$ cat config.mk
export PLATFORM = sky130hd
export DESIGN_NAME = stack_alu_seq
export DESIGN_NICKNAME = d
export VERILOG_FILES = /design/src/rtl/stack_alu_seq.sv
export SDC_FILE = /design/constraint.sdc
export NUM_CORES = 1
export LEC_CHECK = 0
export ABC_AREA = 1
export BUFFER_PORTS_ARGS = -buffer_cell sky130_fd_sc_hd__buf_4
export CORE_ASPECT_RATIO = 0.75
export CORE_MARGIN = 5
export CORE_UTILIZATION = 64
export CTS_CLUSTER_SIZE = 12
export DETAILED_ROUTE_END_ITERATION = 12
export GPL_ROUTABILITY_DRIVEN = 0
export PLACE_DENSITY_LB_ADDON = 0.2
export SLEW_MARGIN = 20
export SYNTH_ARGS = -nofsm -noshare
export SYNTH_HDL_FRONTEND = slang
export SYNTH_SLANG_ARGS = --single-unit
$ cat constraint.sdc
create_clock -name clk -period 8.1 [get_ports clk]
set_clock_uncertainty 0.1 [all_clocks]
set_input_delay 0 -clock clk [delete_from_list [all_inputs] [get_ports clk]]
set_output_delay 0 -clock clk [all_outputs]
set_load 0.02 [all_outputs]
$ cat src/rtl/stack_alu_seq.sv
// Clocked stack-machine ALU: a DEPTH-entry LIFO of signed words with one-cycle
// stack/ADD/SUB ops and an iterative shift-add MUL taking WIDTH+1 cycles.
module stack_alu_seq #(
  parameter int WIDTH = 8,
  parameter int DEPTH = 8
) (
  input  logic                         clk,
  input  logic                         rst_n,
  input  logic                         in_valid,
  output logic                         in_ready,
  input  logic [2:0]                   opcode,
  input  logic [WIDTH-1:0]             in_data,
  output logic                         out_valid,
  output logic [WIDTH-1:0]             out_data,
  output logic                         overflow,
  output logic                         err,
  output logic [$clog2(DEPTH+1)-1:0]   count
);
  localparam int CW = $clog2(DEPTH + 1);
  localparam int AW = $clog2(DEPTH);
  localparam int IW = $clog2(WIDTH);

  localparam logic [2:0] OP_DUP  = 3'b001;
  localparam logic [2:0] OP_SUB  = 3'b010;
  localparam logic [2:0] OP_ADD  = 3'b100;
  localparam logic [2:0] OP_MUL  = 3'b101;
  localparam logic [2:0] OP_PUSH = 3'b110;
  localparam logic [2:0] OP_POP  = 3'b111;

  typedef enum logic [1:0] {S_IDLE, S_MBUSY, S_MDONE} state_t;

  state_t               r_state, w_nextState;
  logic [WIDTH-1:0]     r_mem [DEPTH];
  logic [CW-1:0]        r_count;
  logic                 r_outValid, r_overflow, r_err, r_neg;
  logic [WIDTH-1:0]     r_outData;
  logic [IW-1:0]        r_iter;
  logic [2*WIDTH-1:0]   r_mcand, r_acc;
  logic [WIDTH:0]       r_mplier;

  logic                 w_accept, w_empty, w_full, w_lt2;
  logic [AW-1:0]        w_topIdx, w_nxtIdx, w_pushIdx;
  logic [WIDTH-1:0]     w_top, w_nxt, w_sum, w_diff, w_prodLow;
  logic                 w_addOvf, w_subOvf, w_mulOvf;
  logic [WIDTH:0]       w_nExt, w_tExt, w_absN, w_absT;
  logic [2*WIDTH-1:0]   w_prod;

  logic                 w_we, w_report, w_repErr, w_repOvf, w_startMul;
  logic [AW-1:0]        w_waddr;
  logic [WIDTH-1:0]     w_wdata, w_repData;
  logic [CW-1:0]        w_countNext;

  assign w_accept  = in_valid && in_ready;
  assign w_empty   = (r_count == '0);
  assign w_full    = (r_count == CW'(DEPTH));
  assign w_lt2     = (r_count < CW'(2));
  assign w_topIdx  = AW'(r_count - CW'(1));
  assign w_nxtIdx  = AW'(r_count - CW'(2));
  assign w_pushIdx = AW'(r_count);
  assign w_top     = r_mem[w_topIdx];
  assign w_nxt     = r_mem[w_nxtIdx];

  assign w_sum    = w_nxt + w_top;
  assign w_diff   = w_nxt - w_top;
  assign w_addOvf = (w_nxt[WIDTH-1] == w_top[WIDTH-1]) && (w_sum[WIDTH-1] != w_nxt[WIDTH-1]);
  assign w_subOvf = (w_nxt[WIDTH-1] != w_top[WIDTH-1]) && (w_diff[WIDTH-1] != w_nxt[WIDTH-1]);

  // Magnitudes carry one extra bit so the most negative word negates cleanly
  assign w_nExt = {w_nxt[WIDTH-1], w_nxt};
  assign w_tExt = {w_top[WIDTH-1], w_top};
  assign w_absN = w_nxt[WIDTH-1] ? -w_nExt : w_nExt;
  assign w_absT = w_top[WIDTH-1] ? -w_tExt : w_tExt;

  assign w_prod    = r_neg ? -r_acc : r_acc;
  assign w_prodLow = w_prod[WIDTH-1:0];
  assign w_mulOvf  = (w_prod[2*WIDTH-1:WIDTH] != {WIDTH{w_prod[WIDTH-1]}});

  always_ff @(posedge clk or negedge rst_n) begin
    if (!rst_n) r_state <= S_IDLE;
    else        r_state <= w_nextState;
  end

  always_comb begin
    w_nextState = r_state;
    case (r_state)
      S_IDLE:  if (w_startMul) w_nextState = S_MBUSY;
      S_MBUSY: if (r_iter == '0) w_nextState = S_MDONE;
      S_MDONE: w_nextState = S_IDLE;
      default: w_nextState = S_IDLE;
    endcase
  end

  always_comb begin
    in_ready = (r_state == S_IDLE);
  end

  // Per-cycle decode: stack write, count update and the report to register
  always_comb begin
    w_we        = 1'b0;
    w_waddr     = w_pushIdx;
    w_wdata     = in_data;
    w_report    = 1'b0;
    w_repErr    = 1'b0;
    w_repData   = '0;
    w_repOvf    = 1'b0;
    w_countNext = r_count;
    w_startMul  = 1'b0;
    if (r_state == S_IDLE && w_accept) begin
      case (opcode)
        OP_PUSH: begin
          if (w_full) begin
            w_report = 1'b1;
            w_repErr = 1'b1;
          end else begin
            w_we        = 1'b1;
            w_countNext = r_count + CW'(1);
          end
        end
        OP_POP: begin
          w_report = 1'b1;
          if (w_empty) w_repErr = 1'b1;
          else begin
            w_repData   = w_top;
            w_countNext = r_count - CW'(1);
          end
        end
        OP_DUP: begin
          if (w_empty || w_full) begin
            w_report = 1'b1;
            w_repErr = 1'b1;
          end else begin
            w_we        = 1'b1;
            w_wdata     = w_top;
            w_countNext = r_count + CW'(1);
          end
        end
        OP_ADD, OP_SUB: begin
          w_report = 1'b1;
          if (w_lt2) w_repErr = 1'b1;
          else begin
            w_we        = 1'b1;
            w_waddr     = w_nxtIdx;
            w_wdata     = (opcode == OP_ADD) ? w_sum : w_diff;
            w_repData   = w_wdata;
            w_repOvf    = (opcode == OP_ADD) ? w_addOvf : w_subOvf;
            w_countNext = r_count - CW'(1);
          end
        end
        OP_MUL: begin
          if (w_lt2) begin
            w_report = 1'b1;
            w_repErr = 1'b1;
          end else begin
            w_startMul = 1'b1;
          end
        end
        default: ;
      endcase
    end else if (r_state == S_MDONE) begin
      w_we        = 1'b1;
      w_waddr     = w_nxtIdx;
      w_wdata     = w_prodLow;
      w_report    = 1'b1;
      w_repData   = w_prodLow;
      w_repOvf    = w_mulOvf;
      w_countNext = r_count - CW'(1);
    end
  end

  always_ff @(posedge clk) begin
    if (w_we) r_mem[w_waddr] <= w_wdata;
  end

  // Unsigned shift-add on magnitudes; the sign is reapplied when the result is written
  always_ff @(posedge clk or negedge rst_n) begin
    if (!rst_n) begin
      r_iter   <= '0;
      r_mcand  <= '0;
      r_mplier <= '0;
      r_acc    <= '0;
      r_neg    <= 1'b0;
    end else if (w_startMul) begin
      r_iter   <= IW'(WIDTH - 1);
      r_mcand  <= {{(WIDTH-1){1'b0}}, w_absN};
      r_mplier <= w_absT;
      r_acc    <= '0;
      r_neg    <= w_nxt[WIDTH-1] ^ w_top[WIDTH-1];
    end else if (r_state == S_MBUSY) begin
      if (r_mplier[0]) r_acc <= r_acc + r_mcand;
      r_mcand  <= r_mcand << 1;
      r_mplier <= r_mplier >> 1;
      r_iter   <= r_iter - 1'b1;
    end
  end

  always_ff @(posedge clk or negedge rst_n) begin
    if (!rst_n) begin
      r_count    <= '0;
      r_outValid <= 1'b0;
      r_outData  <= '0;
      r_overflow <= 1'b0;
      r_err      <= 1'b0;
    end else begin
      r_count    <= w_countNext;
      r_outValid <= w_report;
      if (w_report) begin
        r_outData  <= w_repData;
        r_overflow <= w_repOvf;
        r_err      <= w_repErr;
      end
    end
  end

  assign out_valid = r_outValid;
  assign out_data  = r_outData;
  assign overflow  = r_overflow;
  assign err       = r_err;
  assign count     = r_count;

endmodule

==> metrics.txt <==
Synth Area in Simple Gates 24.8%; worst endpoint data arrival time 5.53 ns; Inserted Clock Buffers 17; Setup TNS Final 0 ns; combinational family with the most area after synthesis simple AND/OR/NAND/NOR gates; Clock H-tree levels 4; number of clock sinks 126; layout cell share with drive strength beyond 1 9.45%; category of the critical setup timing path reg -> reg; clock insertion delay at the later pin of the skew report 0.42 ns; number of gates resized after cts 0; cells traversed along the worst timing path buf_4 > inv_4 > ha_1 > inv_1 > a21oi_1 > o21ai_1 > nand3_1 > nand2_1 > ha_1 > nand2_1 > o21ai_0 > nand2_1 > nand3_1 > o21ai_0 > or2_2 > nand3_1 > nand3_1 > nand2_1 > nand3_1; critical register-to-register path startpoint count[0]; slew margin rel. between 20% and 30%; Ant. Diodes 0; ratio of routed vias to standard cells roughly 6; largest net degree at the start of global routing 85; Non-Filler Cell Area, Final roughly 9400 µm²; final net count 1218; setup repair after global routing missed its margin false; fraction of registers with async set or reset after synthesis 49.2%; post-synthesis mux area share 0%; Area growth, synth to finish 10.0%; share of the cycle needed by the critical path after routing between 60% and 70%; nets in the synthesized netlist around 1200; max-slew violations 0; library cells used by synthesis 48; Max stage delay cell, worst path sky130_fd_sc_hd__ha_1; crit path time final 5.52 ns; number of top-level design ports 30; post-detailed-route wirelength per cell 17.5 µm; DRC violations left 0; cell depth of the worst setup path 19; total via count in the routed design 8183; First DRT Iteration DRCs roughly 1100; worst setup path startpoint count[0]; ys flop type sky130_fd_sc_hd__edfxtp_1; first-pass GRT wire length 37.7 mm; total wirelength of the detailed-routed design 23.5 mm; combined global-route utilization of all metal layers 30.7%; per-instance average area after synthesis 7.54 µm²; Hold Violations, Final 0; biggest cell delay along the critical path 0.92 ns; worst-margin pin slew 1.09 ns; status complete, no violations; hold-fix buffers at CTS 6; number of storage elements in the synthesis netlist 126; maximum clock rate 0.181 GHz; number of flops mapped to enable cells by yosys 64; worst min-delay path category in -> reg; capture point of the worst path r_mem[6][5]; launching element type of the critical path register; buffer and inverter count on the worst path 3; cell area after technology mapping roughly 8600 µm²; worst reg2reg path depth 19; Place WS 2.84 ns; CTS Root Buffer Type sky130_fd_sc_hd__clkbuf_16; count of warnings emitted by yosys 0; number of global-route vias before repair 7258; crit path setup slack, layout 2.58 ns; clock slew at the register clock pins of the worst setup and hold paths around 0.06 ns; Core Box Area 13100 µm²; starting utilization of the core area 65.6%; cell seen most often among critical-path stages sky130_fd_sc_hd__nand3_1; full die area approximately 16000 µm²; fraction of the yosys area taken by sequential cells 40.5%; TritonCTS clock tree built; number of buffers on the longest clock path 2; Worst Hold Margin roughly 0.024 ns; share of synthesized cell area in full adder, half adder and majority cells 6.39%; number of antenna violations at the first check in global routing 0; Max Cap Viol 0; compound-cell area share of the yosys netlist 17.4%; family with the most delay on the worst path buffers and inverters; number of nets with antenna violations after detailed routing 0; required time worst endpoint 8.11 ns; post-CTS setup buffer count 0; maximum fanout along the worst path between 80 and 90; Cells after Synth around 1100; total iterations of the first detailed-routing run 7; worst reg2reg path endpoint r_mem[6][5]; count of fill cells added during filler insertion 1044; number of rows in the core area 36; Detailed Place HPWL 17.1 mm; vertical extent of the die ~110 µm; die width ~140 µm; combined flip-flop and latch cell area 3470 µm²; multi-input logic area around 4300 µm²; DP Area roughly 9000 µm²; IO Port Bufs 29; final setup vio count 0; kind of capture point of the worst setup path register; synthesized-area fraction occupied by xor and xnor cells 1.74%; number of cells traversed by the worst hold path 3; setup slack of the worst register-to-register path 2.58 ns; total congestion overflow after global routing 0
[cells in the mapped netlist, drive strengths merged, types with 2 or more instances]
cell type | instances | share of area [%]
buf | 26 | 2.0
ha | 39 | 5.7
nand2 | 301 | 14
a21oi | 74 | 4.5
o31ai | 3 | 0.26
clkinv | 2 | 0.10
o21bai | 3 | 0.31
o21a | 2 | 0.18
nand4 | 2 | 0.15
xor2 | 16 | 1.6
fa | 3 | 0.70
clkbuf | 7 | 0.31
edfxtp | 64 | 22
nand3 | 95 | 5.7
dfrtp | 62 | 18
inv | 154 | 6.8
a22oi | 4 | 0.35
or2 | 3 | 0.22
nor3 | 17 | 1.2
o22ai | 15 | 1.1
nor2 | 82 | 3.9
o21ai | 125 | 7.5
o211ai | 31 | 2.7
[sequential cells by signal, indices dropped and copies added (netlist names)]
register,cells
out_data,8
err,1
r_acc,16
count,4
r_mcand,16
r_neg,1
r_state,2
r_iter,3
overflow,1
r_mem,64
r_mplier,9
out_valid,1
[worst reg2reg max path, stage by stage, from the launching register on]
cell	delay [ns]
sky130_fd_sc_hd__dfrtp_2	0.33
sky130_fd_sc_hd__buf_4	0.58
sky130_fd_sc_hd__inv_4	0.43
sky130_fd_sc_hd__ha_1	0.92
sky130_fd_sc_hd__inv_1	0.49
sky130_fd_sc_hd__a21oi_1	0.26
sky130_fd_sc_hd__o21ai_1	0.09
sky130_fd_sc_hd__nand3_1	0.09
sky130_fd_sc_hd__nand2_1	0.19
sky130_fd_sc_hd__ha_1	0.37
sky130_fd_sc_hd__nand2_1	0.05
sky130_fd_sc_hd__o21ai_0	0.30
sky130_fd_sc_hd__nand2_1	0.09
sky130_fd_sc_hd__nand3_1	0.07
sky130_fd_sc_hd__o21ai_0	0.12
sky130_fd_sc_hd__or2_2	0.29
sky130_fd_sc_hd__nand3_1	0.10
sky130_fd_sc_hd__nand3_1	0.08
sky130_fd_sc_hd__nand2_1	0.06
sky130_fd_sc_hd__nand3_1	0.19
[final cells by class]
class / count / area share (%)
Multi-Input combinational cell: 822 / 45.7
Sequential cell: 126 / 36.9
Inverter: 156 / 6.25
Clock buffer: 19 / 4.59
Timing Repair Buffer: 39 / 3.26
Tap cell: 171 / 2.27
Clock inverter: 12 / 1.05
[logic make-up after synthesis]
| logic type | Yosys count |
|---|---|
| AO/OA/AOI/OAI | 263 |
| XOR/XNOR | 17 |
| adder cells (fa/ha/maj) | 42 |
| buffers and inverters | 189 |
| flip-flops | 126 |
| AND/OR/NAND/NOR | 500 |
[routing by layer]
layer,GRT usage [%],up-vias,routed length (µm)
met4,6.92,0,400
met2,45.6,492,9990
met5,0,-,0
li1,-,3849,-
met1,44.5,3786,10200
met3,9.66,56,2990
[how the worst min path moves through the flow]
| stage | slack (ns) | start | end |
|---|---|---|---|
| after detailed placement | 0.03 | rst_n | count[3] |
| after global routing | 0.04 | in_data[6] | r_mem[1][6] |
| final | 0.02 | in_data[6] | r_mem[1][6] |
| after CTS | 0.02 | in_data[6] | r_mem[4][6] |
| after global placement | 0.04 | rst_n | count[1] |
| after floorplan | -0.40 | rst_n | count[0] |
[cells in the final DEF, fill, tap and decap left out, types with 4 or more instances in the layout]
cell,Yosys,final
sky130_fd_sc_hd__a21oi_1,73,73
sky130_fd_sc_hd__a22oi_1,4,4
sky130_fd_sc_hd__buf_4,2,33
sky130_fd_sc_hd__clkbuf_16,0,17
sky130_fd_sc_hd__clkinv_2,1,7
sky130_fd_sc_hd__clkinvlp_4,0,4
sky130_fd_sc_hd__dfrtp_1,62,61
sky130_fd_sc_hd__dlygate4sd3_1,0,6
sky130_fd_sc_hd__edfxtp_1,64,64
sky130_fd_sc_hd__ha_1,39,39
sky130_fd_sc_hd__inv_1,140,140
sky130_fd_sc_hd__inv_2,13,13
sky130_fd_sc_hd__nand2_1,288,288
sky130_fd_sc_hd__nand2_2,12,12
sky130_fd_sc_hd__nand3_1,93,93
sky130_fd_sc_hd__nor2_1,74,74
sky130_fd_sc_hd__nor2_2,6,6
sky130_fd_sc_hd__nor3_1,15,15
sky130_fd_sc_hd__o211ai_1,31,31
sky130_fd_sc_hd__o21ai_0,89,89
sky130_fd_sc_hd__o21ai_1,32,32
sky130_fd_sc_hd__o21ai_2,4,4
sky130_fd_sc_hd__o22ai_1,15,15
sky130_fd_sc_hd__xor2_1,16,16
[metrics by stage]
stage | instances | utilization, %
final | 1345 | 72.2
after global routing | 1345 | 72.2
after CTS | 1345 | 72.2
after detailed placement | 1308 | 67.6
after global placement | 1308 | 67.6
after floorplan | 1137 | -
Power is not shown: default switching activity piles up to over one toggle a cycle in this logic, so the estimate is an artifact.
